`config.mk`:
```
export PLATFORM = sky130hd
export DESIGN_NAME = pc_sequencer_flat
export DESIGN_NICKNAME = d
export VERILOG_FILES = /design/src/rtl/pc_sequencer_pkg.sv /design/src/rtl/pc_sequencer_if.sv /design/src/rtl/pc_sequencer_next_pc_calc.sv /design/src/rtl/pc_sequencer.sv /design/src/flat_wrapper.sv
export SDC_FILE = /design/constraint.sdc
export NUM_CORES = 1
export LEC_CHECK = 0
export BUFFER_PORTS_ARGS = -buffer_cell sky130_fd_sc_hd__buf_2
export CORE_MARGIN = 2
export CORE_UTILIZATION = 46
export CTS_CLUSTER_SIZE = 20
export DETAILED_ROUTE_END_ITERATION = 7
export PLACE_DENSITY = 0.78
export SLEW_MARGIN = 10
export SYNTH_ARGS = -nofsm -noshare
export SYNTH_HDL_FRONTEND = slang
export SYNTH_SLANG_ARGS = --single-unit
```
`constraint.sdc`:
```
create_clock -name clk -period 3.5 [get_ports clk]
set_input_delay 1.05 -clock clk [delete_from_list [all_inputs] [get_ports clk]]
set_output_delay 1.05 -clock clk [all_outputs]
set_load 0.02 [all_outputs]
```
`src/rtl/pc_sequencer_pkg.sv`:
```
// Shared types and constants for the program-counter sequencer and its
// next-PC calculator.
package pc_sequencer_pkg;

  typedef enum logic [1:0] {
    FETCH     = 2'd0,
    WAIT_EXEC = 2'd1,
    HALTED    = 2'd2
  } state_e;

  typedef enum logic [1:0] {
    NPC_SEQ = 2'd0,
    NPC_BR  = 2'd1,
    NPC_J   = 2'd2,
    NPC_JR  = 2'd3
  } npc_sel_e;

  localparam logic [31:0] DEFAULT_RESET_PC = 32'h0000_0000;

  localparam int IMM16_LSB   = 0;
  localparam int IMM16_W     = 16;
  localparam int INDEX26_LSB = 0;
  localparam int INDEX26_W   = 26;

  // jump_reg outranks jump, which outranks a taken branch.
  function automatic npc_sel_e npc_select(input logic jr, input logic j, input logic br);
    if (jr) return NPC_JR;
    else if (j) return NPC_J;
    else if (br) return NPC_BR;
    return NPC_SEQ;
  endfunction

endpackage

```
`src/rtl/pc_sequencer_if.sv`:
```
// Instruction-memory fetch handshake between the sequencer and imem.
interface pc_sequencer_if;
  logic        req;
  logic [31:0] addr;
  logic        ack;
  logic [31:0] rdata;

  modport master (output req, output addr, input ack, input rdata);
  modport slave  (input req, input addr, output ack, output rdata);
endinterface

```
`src/rtl/pc_sequencer_next_pc_calc.sv`:
```
// Combinational next-PC computation: sequential, branch, jump and register
// targets, all modulo 2^32.
module next_pc_calc
  import pc_sequencer_pkg::*;
(
  input  logic [31:0] pc,
  input  logic [31:0] instr,
  input  npc_sel_e    sel,
  input  logic [31:0] reg_target,
  output logic [31:0] next_pc,
  output logic [31:0] pc_plus4
);

  logic signed [31:0] br_off;
  logic               unused_opcode;

  assign pc_plus4      = pc + 32'd4;
  assign br_off        = {{14{instr[IMM16_LSB+IMM16_W-1]}}, instr[IMM16_LSB +: IMM16_W], 2'b00};
  assign unused_opcode = &instr[31:26];

  always_comb begin
    next_pc = pc_plus4;
    case (sel)
      NPC_SEQ: next_pc = pc_plus4;
      NPC_BR:  next_pc = pc_plus4 + $unsigned(br_off);
      NPC_J:   next_pc = {pc_plus4[31:28], instr[INDEX26_LSB +: INDEX26_W], 2'b00};
      NPC_JR:  next_pc = reg_target;
      default: next_pc = pc_plus4;
    endcase
  end

endmodule

```
`src/rtl/pc_sequencer.sv`:
```
// Multi-cycle PC controller: fetch over req/ack, wait for the datapath to
// retire, then load the selected next PC or stop.
module pc_sequencer
  import pc_sequencer_pkg::*;
#(
  parameter logic [31:0] RESET_PC = DEFAULT_RESET_PC
) (
  input  logic                  clk,
  input  logic                  rst_n,
  pc_sequencer_if.master        imem,
  output logic [31:0]           instr,
  output logic                  instr_valid,
  input  logic                  exec_done,
  input  logic                  branch_taken,
  input  logic                  jump,
  input  logic                  jump_reg,
  input  logic [31:0]           reg_target,
  input  logic                  halt,
  output logic [31:0]           pc,
  output logic [31:0]           pc_plus4,
  output logic                  halted,
  output logic                  misalign
);

  state_e      state_q, state_d;
  logic [31:0] pc_q, pc_d;
  logic [31:0] instr_q, instr_d;
  logic        req_q, req_d;
  logic        misalign_q, misalign_d;
  logic [31:0] next_pc;
  npc_sel_e    sel;

  assign sel = npc_select(jump_reg, jump, branch_taken);

  next_pc_calc u_next_pc_calc (
    .pc         (pc_q),
    .instr      (instr_q),
    .sel        (sel),
    .reg_target (reg_target),
    .next_pc    (next_pc),
    .pc_plus4   (pc_plus4)
  );

  always_comb begin
    state_d    = state_q;
    pc_d       = pc_q;
    instr_d    = instr_q;
    misalign_d = misalign_q;
    case (state_q)
      // An ack only counts while our own request is on the bus.
      FETCH: begin
        if (imem.ack && req_q) begin
          instr_d = imem.rdata;
          state_d = WAIT_EXEC;
        end
      end
      WAIT_EXEC: begin
        if (exec_done) begin
          if (jump_reg && (reg_target[1:0] != 2'b00)) begin
            misalign_d = 1'b1;
            state_d    = HALTED;
          end else begin
            pc_d    = next_pc;
            state_d = halt ? HALTED : FETCH;
          end
        end
      end
      HALTED:  state_d = HALTED;
      default: state_d = FETCH;
    endcase
    // Registered request: rises the cycle FETCH is entered, falls after ack.
    req_d = (state_d == FETCH);
  end

  always_ff @(posedge clk) begin
    if (!rst_n) begin
      state_q    <= FETCH;
      pc_q       <= RESET_PC;
      instr_q    <= 32'h0;
      req_q      <= 1'b0;
      misalign_q <= 1'b0;
    end else begin
      state_q    <= state_d;
      pc_q       <= pc_d;
      instr_q    <= instr_d;
      req_q      <= req_d;
      misalign_q <= misalign_d;
    end
  end

  assign imem.req    = req_q;
  assign imem.addr   = pc_q;
  assign instr       = instr_q;
  assign instr_valid = (state_q == WAIT_EXEC);
  assign pc          = pc_q;
  assign halted      = (state_q == HALTED);
  assign misalign    = misalign_q;

endmodule

```
`src/flat_wrapper.sv`:
```
// flat-port wrapper written by rule: the top's interface ports become plain ports
module pc_sequencer_flat import pc_sequencer_pkg::*;
#(
  parameter logic [31:0] RESET_PC = DEFAULT_RESET_PC
)
  (clk, rst_n, instr, instr_valid, exec_done, branch_taken, jump, jump_reg, reg_target, halt, pc, pc_plus4, halted, misalign, imem_req, imem_addr, imem_ack, imem_rdata);
  pc_sequencer_if imem_i ();
  input  logic clk;
  input  logic rst_n;
  output logic [31:0] instr;
  output logic instr_valid;
  input  logic exec_done;
  input  logic branch_taken;
  input  logic jump;
  input  logic jump_reg;
  input  logic [31:0] reg_target;
  input  logic halt;
  output logic [31:0] pc;
  output logic [31:0] pc_plus4;
  output logic halted;
  output logic misalign;
  output wire logic [$bits(imem_i.req)-1:0] imem_req;
  output wire logic [$bits(imem_i.addr)-1:0] imem_addr;
  input wire logic [$bits(imem_i.ack)-1:0] imem_ack;
  input wire logic [$bits(imem_i.rdata)-1:0] imem_rdata;
  assign imem_req = imem_i.req;
  assign imem_addr = imem_i.addr;
  assign imem_i.ack = imem_ack;
  assign imem_i.rdata = imem_rdata;
  pc_sequencer #(.RESET_PC(RESET_PC)) u_core (.clk(clk), .rst_n(rst_n), .imem(imem_i), .instr(instr), .instr_valid(instr_valid), .exec_done(exec_done), .branch_taken(branch_taken), .jump(jump), .jump_reg(jump_reg), .reg_target(reg_target), .halt(halt), .pc(pc), .pc_plus4(pc_plus4), .halted(halted), .misalign(misalign));
endmodule
```
==> metrics.cfg, run 1 <==
[critical_path]
r2r-start = u_core.imem.addr[7]$_SDFFE_PN0P_
worst_ep_required_time_ps = 3740
start_kind = register
crit_path_end_kind = register
critPathKind = reg -> reg
crit_fanout = 4
cp-startpoint = u_core.imem.addr[7]$_SDFFE_PN0P_
cp.arrival_ps = 3720

[clock_tree]
cts.reportedPaths.clkPinSlew_ps = 60
clock_tree.root_cell = clkbuf_16
h-tree-depth = 3
tritoncts = built
clockBufferDepth = 2
cts_buffers = 9
insertion_delay_ps = 350
clock-sinks = 68

[drt]
drt-wirelength-per-cell_um = 18.7
dr.first_iter.drc_count = 549
antenna_left = 0
dr.pass1.iters = 5
vias = 6800
drc = 0
wl_um = 21700
vias_per_cell = 5.87

[worst_hold_path]
holdCritStartpoint = u_core.instr[26]$_SDFFE_PN0P_
hold_class = reg -> reg

[pwr]
power.leakage_nw = 4.24
ir_drop_v = 0.000306
power.density_nw_per_um2 = 284
total_power_w = 0.00230

[placement]
dpl_cell_area_sq_um = 7360
place_ws_ps = -68.1
gp_congestion = 0.932
numPortBuffers = 203
hpwl_um = 15400

[logic_synthesis]
netlist_area_sq_um = 5640
synth_edf_count = 0
synthTopCellsByArea = dfxtp_1 24%, nand2_1 8.5%, ha_1 8.0%
synth_cell_types = 68
yosysWarnings = 0
yosys.area.top_type = dfxtp_1
synth-async-reset-ratio = 0
syn_area_per_cell_sq_um = 7.46
ys_ff_latch = 68
synth_top_area_frac = 0.241
ys_seq_area_frac = 0.241
ys.flop_type = dfxtp_1
synth_nets = 865
synth_cells = 756

[grt]
grt_max_degree = 49
grt_pass1_vias = 6284
gr-usage-all-layers = 0.308
antenna_found_initial = 0
grt_pass1_wl_um = 31600
overflow = 0

[layout]
syn_to_final_growth_pct = 43.6
seqCellArea_sq_um = 1400
final_util = 0.674
mostFrequentLayoutCell = buf_2
final_cell_area_sq_um = 8100
drive_above_1_share = 0.416
multi_input_area_sq_um = 4310
fillCellCount = 966
layout_common_cells = 202 x buf_2, 122 x nand2_1, 111 x buf_4
nNetsFinal = 1116
diodes = 0

[floorplanning]
start_util = 0.470
rows = 40
ios = 204
die-area_sq_um = 13200
die_h_um = 115
design.core.area_sq_um = 12000
die_x_um = 115

[timing]
tightest_slew_ps = 698
fin_ws_ps = 23.9
clock_skew_ps = 9.25
finalCriticalPeriod_ps = 3480
fin_crit_sh = 0.993
hold_slack_ps = 465
slew_headroom = 0.533
finalSetupViolations = 0
rsz0062_at_grt = yes
hold_viol = 0
drv_slew = 0
fmax_mhz = 288

[flow_run]
maxCapViolations = 0

[run_status]
status = completed

==> final timing paths <==
kind	cells after the start	end	slack, ps
setup / recovery	18	u_core.imem.addr[30]$_SDFFE_PN0P_	20
hold / removal	2	u_core.instr[26]$_SDFFE_PN0P_	470
setup reg to reg	18	u_core.imem.addr[30]$_SDFFE_PN0P_	20
hold reg to reg	2	u_core.instr[26]$_SDFFE_PN0P_	470
==> metal layers <==
| metal | global-route usage | share of wire | wire (um) |
|---|---|---|---|
| met1 | 0.394 | 0.41 | 8850 |
| met2 | 0.495 | 0.47 | 10200 |
| met4 | 0.132 | 0.037 | 800 |
| met3 | 0.0764 | 0.088 | 1900 |
| met5 | 0 | 0 | 0 |
==> registers in the layout, summed over array words and instances, names as in the netlist <==
name and flops:
u_core.imem.addr 32, u_core.imem.req 1, u_core.instr 32, u_core.misalign 1, u_core.state_q 2
==> area by class of cell <==
type / instances / area share
well taps: 147 / 0.0227
flip-flops and latches: 68 / 0.172
multi-input cells: 598 / 0.531
repair buffers: 313 / 0.228
clock buffers: 12 / 0.0344
inverters: 17 / 0.00788
clock inverters: 4 / 0.00355
==> where the power goes <==
| group | internal, W | total, W | switching (W) |
|---|---|---|---|
| Sequential | 0.000802 | 0.000837 | 0.0000350 |
| Combinational | 0.000210 | 0.000526 | 0.000316 |
| Clock | 0.000566 | 0.000935 | 0.000369 |
==> per-stage QoR <==
stage          cells  TNS, ps
2_1_floorplan    756    -19.2
3_3_place_gp    1129        0
3_5_place_dp    1129     -102
4_1_cts         1146        0
5_1_grt         1159     -408
6_report        1159        0
==> kinds of logic after synthesis <==
| kind of cell | share of synthesized area |
|---|---|
| AOI/OAI and AO/OA | 0.290 |
| xor gates and xnor gates | 0.0789 |
| adders and majority gates | 0.0834 |
| buffers and inverters | 0.0834 |
| DFF | 0.241 |
| muxes | 0.00355 |
| and+or+nand+nor | 0.219 |
==> worst max-delay path, stage by stage (launching register included) <==
cell and delay, ps:
dfxtp_2 330, and4_4 240, nand2_2 100, nor3_4 240
buf_4 150, buf_4 110, nand4_1 150, xnor2_2 220
ha_4 180, buf_4 140, a21o_1 210, a21o_1 190
a21o_1 170, a21oi_1 160, o211ai_1 130, a31oi_1 190
xor2_1 180, nor2_1 60, o221a_1 210
==> cells in the mapped netlist (6+ instances only) <==
cell type  instances
ha_1              36
clkbuf_1          37
nand3_1           26
and4_1             7
nand4_1            6
dfxtp_1           68
a21o_1            24
and3_1            13
xnor2_1           27
a21oi_1           48
o22ai_1           10
xor2_1            22
o21a_1             9
nor3_1             6
nand2_1          128
a21boi_0          35
o211ai_1          11
inv_1             14
a31oi_1           12
o21ai_1            6
buf_4             35
nor2_1            47
o21ai_0           45
==> what timing repair did <==
item                       4_1_cts  5_1_grt
setup buffers                    1       14
setup endpoints to repair        4       14
pin swaps                        2       30
hold buffers                     0        0
gates resized for setup          6       57
(Power assumes the default switching activity.)
==> inputs of run 2 (changes only) <==
--- a/config.mk
+++ b/config.mk
@@ -7,10 +7,11 @@
 export LEC_CHECK = 0
 export BUFFER_PORTS_ARGS = -buffer_cell sky130_fd_sc_hd__buf_2
 export CORE_MARGIN = 2
-export CORE_UTILIZATION = 46
+export CORE_UTILIZATION = 47
+export CTS_BUF_LIST = sky130_fd_sc_hd__clkbuf_2 sky130_fd_sc_hd__clkbuf_4 sky130_fd_sc_hd__clkbuf_8
 export CTS_CLUSTER_SIZE = 20
 export DETAILED_ROUTE_END_ITERATION = 7
-export PLACE_DENSITY = 0.78
+export PLACE_DENSITY = 0.81
 export SLEW_MARGIN = 10
 export SYNTH_ARGS = -nofsm -noshare
 export SYNTH_HDL_FRONTEND = slang
==> run 2 against run 1 <==
  * The flow now finishes with violations (negative setup slack)
  * Flip-flop and latch count stayed put
  * Clock skew grew 4.5 ps
  * Clock power shrank 11%
  * Critical path type unchanged
  * Largest power group is now registers
==> metrics.cfg, run 2 (same netlist as run 1, synthesis figures left out) <==
[critical_path]
cp.buffers_inverters = 2  ; was 3
crit_chain = and4_4 -> nor4b_4 -> buf_4 -> and4_4 -> nand2_2 -> xnor2_4 -> ha_4 -> a21o_1 -> and2_1 -> a2111o_1 -> o31ai_1 -> o31ai_1 -> buf_4 -> a31oi_2 -> xor2_1 -> o22ai_1  ; was and4_4 -> nand2_2 -> nor3_4 -> buf_4 -> buf_4 -> nand4_1 -> xnor2_2 -> ha_4 -> buf_4 -> a21o_1 -> a21o_1 -> a21o_1 -> a21oi_1 -> o211ai_1 -> a31oi_1 -> xor2_1 -> nor2_1 -> o221a_1
worst_ep_required_time_ps = 3760  ; was 3740 ps
crit_fanout = 4  ; unchanged
critPathTopFamily = simple AND/OR/NAND/NOR gates  ; was compound AO/OA/AOI/OAI gates
cp.arrival_ps = 3780  ; was 3720 ps
critPathKind = reg -> reg  ; unchanged
cpPeakStageDelay_ps = 380  ; was 330 ps
start_kind = register  ; unchanged
crit_slowest_cell = a2111o_1  ; was dfxtp_2
crit_path_end_kind = register  ; unchanged

[clock_tree]
h-tree-depth = 3  ; unchanged
tritoncts = built  ; unchanged
cts_buffers = 9  ; unchanged
clock-sinks = 68  ; unchanged
clockBufferDepth = 2  ; unchanged
insertion_delay_ps = 370  ; was 350 ps
clock_tree.root_cell = clkbuf_8  ; was clkbuf_16
hold_buffers = 0  ; unchanged
cts.reportedPaths.clkPinSlew_ps = 80  ; was 60 ps

[drt]
vias_per_cell = 5.82  ; was 5.87
dr.pass1.iters = 5  ; unchanged
antenna_left = 0  ; unchanged
drc = 0  ; unchanged
wl_um = 20800  ; was 21700 um
dr.first_iter.drc_count = 462  ; was 549
drt-wirelength-per-cell_um = 18.1  ; was 18.7 um
vias = 6697  ; was 6800

[floorplanning]
die_x_um = 114  ; was 115 um
ios = 204  ; unchanged
design.core.area_sq_um = 11900  ; was 12000 sq um
die_h_um = 114  ; was 115 um
start_util = 0.476  ; was 0.470
die-area_sq_um = 12900  ; was 13200 sq um
rows = 40  ; unchanged

[layout]
stdcell_count = 1150  ; was 1159
multi_input_area_sq_um = 4380  ; was 4310 sq um
mostFrequentLayoutCell = buf_2  ; unchanged
seqCellArea_sq_um = 1400  ; about the same
final_cell_area_sq_um = 8070  ; was 8100 sq um
fillCellCount = 997  ; was 966
layout_common_cells = 199 x buf_2, 120 x nand2_1, 102 x buf_4  ; was 202 x buf_2, 122 x nand2_1, 111 x buf_4
syn_to_final_growth_pct = 43.0  ; was 43.6%
diodes = 0  ; unchanged
nNetsFinal = 1107  ; was 1116
drive_above_1_share = 0.425  ; was 0.416

[placement]
gp_congestion = 0.979  ; was 0.932
hpwl_um = 15200  ; was 15400 um
dp.cells = 1114  ; was 1129
numPortBuffers = 203  ; unchanged
dpl_cell_area_sq_um = 7250  ; was 7360 sq um
place_ws_ps = -69.5  ; was -68.1 ps

[timing]
hold_viol = 0  ; unchanged
fin_crit_sh = 1.01  ; was 0.993
rsz0062_at_grt = yes  ; unchanged
finalSetupViolations = 2  ; was 0
fin_ws_ps = -24.8  ; was 23.9 ps
tightest_slew_ps = 766  ; was 698 ps
hold_slack_ps = 461  ; was 465 ps
fmax_mhz = 284  ; was 288 MHz
slew_headroom = 0.489  ; was 0.533
drv_slew = 0  ; unchanged
finalSetupTns_ps = -31.7  ; was 0 ps
finalCriticalPeriod_ps = 3520  ; was 3480 ps
clock_skew_ps = 13.7  ; was 9.25 ps

[grt]
grt_pass1_wl_um = 31000  ; was 31600 um
antenna_found_initial = 0  ; unchanged
gr-usage-all-layers = 0.304  ; was 0.308
grt_max_degree = 54  ; was 49
overflow = 0  ; unchanged
grt_pass1_vias = 5975  ; was 6284

[run_status]
violations = negative setup slack
status = finished with violations  ; was completed

[pwr]
power.leakage_nw = 4.14  ; was 4.24 nW
power.density_nw_per_um2 = 270  ; was 284 nW/um^2
ir_drop_v = 0.000257  ; was 0.000306 V

[worst_hold_path]
hold_class = reg -> reg  ; unchanged

[flow_run]
maxCapViolations = 0  ; unchanged

-- run 2: changes by cell type in the layout (fill, tap and decap cells not counted), sizes merged --
| cell | previous run | this run |
|---|---|---|
| clkinvlp | 2 | 0 |
| clkbuf | 12 | 11 |
| buf | 313 | 304 |
| bufinv | 0 | 3 |
-- run 2: final timing paths --
| path | start | to | slack [ps] | depth (start not counted) |
|---|---|---|---|---|
| worst max-delay path | u_core.imem.addr[8]$_SDFFE_PN0P_ | u_core.imem.addr[28]$_SDFFE_PN0P_ | -20 | 16 |
| worst min-delay path | u_core.instr[28]$_SDFFE_PN0P_ | u_core.instr[28]$_SDFFE_PN0P_ | 460 | 2 |
| worst max register to register | u_core.imem.addr[8]$_SDFFE_PN0P_ | u_core.imem.addr[28]$_SDFFE_PN0P_ | -20 | 16 |
| worst min register to register | u_core.instr[28]$_SDFFE_PN0P_ | u_core.instr[28]$_SDFFE_PN0P_ | 460 | 2 |
-- run 2: power breakdown --
group	switching [W]	internal, W
clock	0.000330	0.000499
sequential	0.0000371	0.000800
combinational	0.000309	0.000207
total	0.000676	0.00151
-- run 2: timing repair --
action	4_1_cts	5_1_grt
buffers inserted	1	19
gates resized for setup	6	78
setup endpoints to repair	6	17
pin swaps	3	34
-- run 2: area by class of cell --
class / instances / share of cell area
Clock buffer: 11 / 0.0180
Clock inverter: 5 / 0.0124
Inverter: 17 / 0.00791
Multi-Input combinational cell: 598 / 0.543
Sequential cell: 68 / 0.174
Tap cell: 147 / 0.0228
Timing Repair Buffer: 304 / 0.223
-- run 2: worst reg2reg max path, delay by kind of cell, from the launching register on --
family | cells | cell delay (ps)
AND/OR/NAND/NOR | 5 | 1050
AO/OA/AOI/OAI | 6 | 980
XOR/XNOR | 2 | 450
flip-flops | 1 | 340
buffers and inverters | 2 | 330
adder cells (fa/ha/maj) | 1 | 240
-- run 2: stage by stage --
| stage | util | total power (W) |
|---|---|---|
| 3_5_place_dp | 0.611 | 0.00133 |
| 4_1_cts | 0.635 | 0.00215 |
| 6_report | 0.680 | 0.00218 |
| 5_1_grt | 0.680 | 0.00227 |
| 3_3_place_gp | 0.611 | 0.00132 |
| 2_1_floorplan | - | 0.00114 |
-- run 2: layer usage --
layer  part of all wire  GRT usage  vias up
met2               0.47      0.498      339
met4              0.023     0.0829        0
met3              0.093     0.0749       47
li1                   -          -     3150
met1               0.41      0.402     3161
met5                  0          0        -
==> inputs of run 3 (changes only) <==
==> constraint.sdc (replaced) <==
create_clock -name clk -period 3.5 [get_ports clk]
set_input_delay 1.05 -clock clk [delete_from_list [all_inputs] [get_ports clk]]
set_output_delay 1.05 -clock clk [all_outputs]
set_load 0.005 [all_outputs]
==> run 3 against run 2 <==
  * The run still ends with negative setup slack left
  * Design area decreased by 4.1%
  * Critical path type unchanged
  * Routed wire length shrank 0.15%
  * Clock power is 14% lower
  * Power fell by 8.3%
  * Register-to-register slack got worse by 20 ps
  * Largest cell class unchanged
  * Clock-buffer cell count is 1 lower
  * Clock skew up 0.73 ps
==> metrics.cfg, run 3 (same netlist as run 1, synthesis figures left out) <==
[placement]
hpwl_um = 15200  ; about the same
gp_congestion = 0.993  ; was 0.979
numPortBuffers = 203  ; unchanged

[clock_tree]
clockBufferDepth = 2  ; unchanged
cts.reportedPaths.clkPinSlew_ps = 90  ; was 80 ps
insertion_delay_ps = 390  ; was 370 ps
clock-sinks = 68  ; unchanged
h-tree-depth = 3  ; unchanged
hold_buffers = 0  ; unchanged
clock_tree.root_cell = clkbuf_8  ; unchanged
cts_buffers = 9  ; unchanged
tritoncts = built  ; unchanged

[critical_path]
r2r_end = u_core.imem.addr[31]$_SDFFE_PN0P_  ; was u_core.imem.addr[28]$_SDFFE_PN0P_
worst_ep_required_time_ps = 3780  ; was 3760 ps
critPathTopFamily = simple AND/OR/NAND/NOR gates  ; unchanged
cp_common_cell = and4_4
crit_fanout = 3  ; was 4
cpPeakStageDelay_ps = 380  ; about the same
endpoint = u_core.imem.addr[31]$_SDFFE_PN0P_  ; was u_core.imem.addr[28]$_SDFFE_PN0P_
r2r-start = u_core.imem.addr[5]$_SDFFE_PN0P_  ; was u_core.imem.addr[8]$_SDFFE_PN0P_
cp.arrival_ps = 3830  ; was 3780 ps
reg2regPathDepth = 16  ; unchanged
cp.depth = 16  ; unchanged
crit_chain = and4_4 -> nor4b_4 -> buf_4 -> and4_4 -> and2_4 -> nand2_4 -> xnor2_2 -> ha_1 -> nand4_1 -> or2_4 -> nor2_2 -> o211ai_1 -> and4_1 -> or3_4 -> nand3_2 -> a21oi_2  ; was and4_4 -> nor4b_4 -> buf_4 -> and4_4 -> nand2_2 -> xnor2_4 -> ha_4 -> a21o_1 -> and2_1 -> a2111o_1 -> o31ai_1 -> o31ai_1 -> buf_4 -> a31oi_2 -> xor2_1 -> o22ai_1
critPathKind = reg -> reg  ; unchanged
cp-startpoint = u_core.imem.addr[5]$_SDFFE_PN0P_  ; was u_core.imem.addr[8]$_SDFFE_PN0P_
crit_path_end_kind = register  ; unchanged
cp.buffers_inverters = 1  ; was 2
start_kind = register  ; unchanged
crit_slowest_cell = or3_4  ; was a2111o_1
rrSetupSlack_ps = -50  ; was -20 ps

[timing]
fin_crit_sh = 1.01  ; about the same
fmax_mhz = 282  ; was 284 MHz
rsz0062_at_grt = yes  ; unchanged
fin_ws_ps = -45.1  ; was -24.8 ps
drv_slew = 0  ; unchanged
hold_viol = 0  ; unchanged
clock_skew_ps = 14.5  ; was 13.7 ps
finalSetupTns_ps = -57.0  ; was -31.7 ps
finalCriticalPeriod_ps = 3550  ; was 3520 ps
finalSetupViolations = 2  ; unchanged
tightest_slew_ps = 663  ; was 766 ps
slew_headroom = 0.558  ; was 0.489

[drt]
dr.pass1.iters = 5  ; unchanged
wl_um = 20800  ; about the same
vias = 6678  ; was 6697
drc = 0  ; unchanged
dr.first_iter.drc_count = 557  ; was 462
antenna_left = 0  ; unchanged
vias_per_cell = 5.81  ; was 5.82
drt-wirelength-per-cell_um = 18.1  ; about the same

[grt]
antenna_found_initial = 0  ; unchanged
grt_pass1_wl_um = 31700  ; was 31000 um
gr-usage-all-layers = 0.311  ; was 0.304
grt_max_degree = 35  ; was 54
grt_pass1_vias = 6269  ; was 5975
overflow = 0  ; unchanged

[pwr]
total_power_w = 0.00200  ; was 0.00218 W
ir_drop_v = 0.000341  ; was 0.000257 V
power.density_nw_per_um2 = 259  ; was 270 nW/um^2
power.leakage_nw = 4.07  ; was 4.14 nW

[layout]
drive_above_1_share = 0.389  ; was 0.425
multi_input_area_sq_um = 4140  ; was 4380 sq um
nNetsFinal = 1106  ; was 1107
diodes = 0  ; unchanged
mostFrequentLayoutCell = buf_2  ; unchanged
fillCellCount = 992  ; was 997
syn_to_final_growth_pct = 37.1  ; was 43.0%
seqCellArea_sq_um = 1370  ; was 1400 sq um
layout_common_cells = 203 x buf_2, 123 x nand2_1, 100 x buf_4  ; was 199 x buf_2, 120 x nand2_1, 102 x buf_4

[floorplanning]
rows = 40  ; unchanged
die_h_um = 114  ; unchanged
die-area_sq_um = 12900  ; unchanged
die_x_um = 114  ; unchanged
ios = 204  ; unchanged
start_util = 0.476  ; unchanged
design.core.area_sq_um = 11900  ; unchanged

[run_status]
status = finished with violations  ; unchanged
violations = negative setup slack  ; unchanged

[flow_run]
maxCapViolations = 0  ; unchanged

[worst_hold_path]
hold_class = reg -> reg  ; unchanged

run 3: cell count changes in the layout (fill, tap and decap cells not counted), moves of 4 or more:
cell	delta
ha_1	+8
buf_2	+4
dfxtp_1	+8
ha_4	-6
xnor2_4	-5
xnor2_1	+7
nand2_2	-4
dfxtp_4	-7
run 3: through the flow:
step | hold WS [ps] | utilization | setup WS [ps] | std cells | instance area (sq um)
3_3_place_gp | 449 | 0.602 | 59.6 | 1126 | 7140
3_5_place_dp | 453 | 0.602 | -20.8 | 1126 | 7140
5_1_grt | 497 | 0.652 | -182 | 1149 | 7740
4_1_cts | 477 | 0.622 | 8.43 | 1142 | 7370
2_1_floorplan | 460 | - | 3.71 | 756 | 5650
6_report | 474 | 0.652 | -45.1 | 1149 | 7740
run 3: worst min-delay path by stage:
stage,start,to,slack (ps),depth (start not counted)
after floorplan,u_core.instr[26]$_SDFFE_PN0P_,u_core.instr[26]$_SDFFE_PN0P_,460,2
after global placement,u_core.instr[27]$_SDFFE_PN0P_,u_core.instr[27]$_SDFFE_PN0P_,450,2
after detailed placement,u_core.misalign$_SDFFE_PN0P_,u_core.misalign$_SDFFE_PN0P_,450,1
after CTS,u_core.misalign$_SDFFE_PN0P_,u_core.misalign$_SDFFE_PN0P_,480,1
after global routing,u_core.instr[20]$_SDFFE_PN0P_,u_core.instr[20]$_SDFFE_PN0P_,500,2
final,u_core.misalign$_SDFFE_PN0P_,u_core.misalign$_SDFFE_PN0P_,470,1
run 3: metal layers:
| layer | routed length [um] | track usage | vias up |
|---|---|---|---|
| li1 | - | - | 3154 |
| met1 | 8470 | 0.387 | 3098 |
| met5 | 0 | 0 | - |
| met3 | 1770 | 0.0744 | 71 |
| met4 | 964 | 0.155 | 0 |
| met2 | 9570 | 0.504 | 355 |
run 3: power breakdown:
part / switching [W] / leakage, nW / internal, W / total [W]
logic: 0.000251 / 3.41 / 0.000197 / 0.000448
clock network: 0.000362 / 0.103 / 0.000354 / 0.000716
registers: 0.0000332 / 0.556 / 0.000804 / 0.000837
total: 0.000646 / 4.07 / 0.00136 / 0.00200
run 3: worst reg2reg max path, cell delays in order (launching register included):
cell,delay [ps]
dfxtp_2,340
and4_4,240
nor4b_4,290
buf_4,190
and4_4,240
and2_4,180
nand2_4,60
xnor2_2,150
ha_1,310
nand4_1,170
or2_4,300
nor2_2,100
o211ai_1,140
and4_1,240
or3_4,380
nand3_2,80
a21oi_2,50
run 3: layout make-up:
type / count / area share
Clock buffer: 10 / 0.0178
Clock inverter: 6 / 0.00938
Inverter: 17 / 0.00825
Multi-Input combinational cell: 598 / 0.535
Sequential cell: 68 / 0.177
Tap cell: 147 / 0.0238
Timing Repair Buffer: 303 / 0.228
run 3: timing repair:
item,in CTS,in global routing
pin swaps,3,48
setup endpoints to repair,3,17
hold endpoints to repair,0,0
gates resized for setup,5,66
buffers inserted,0,7
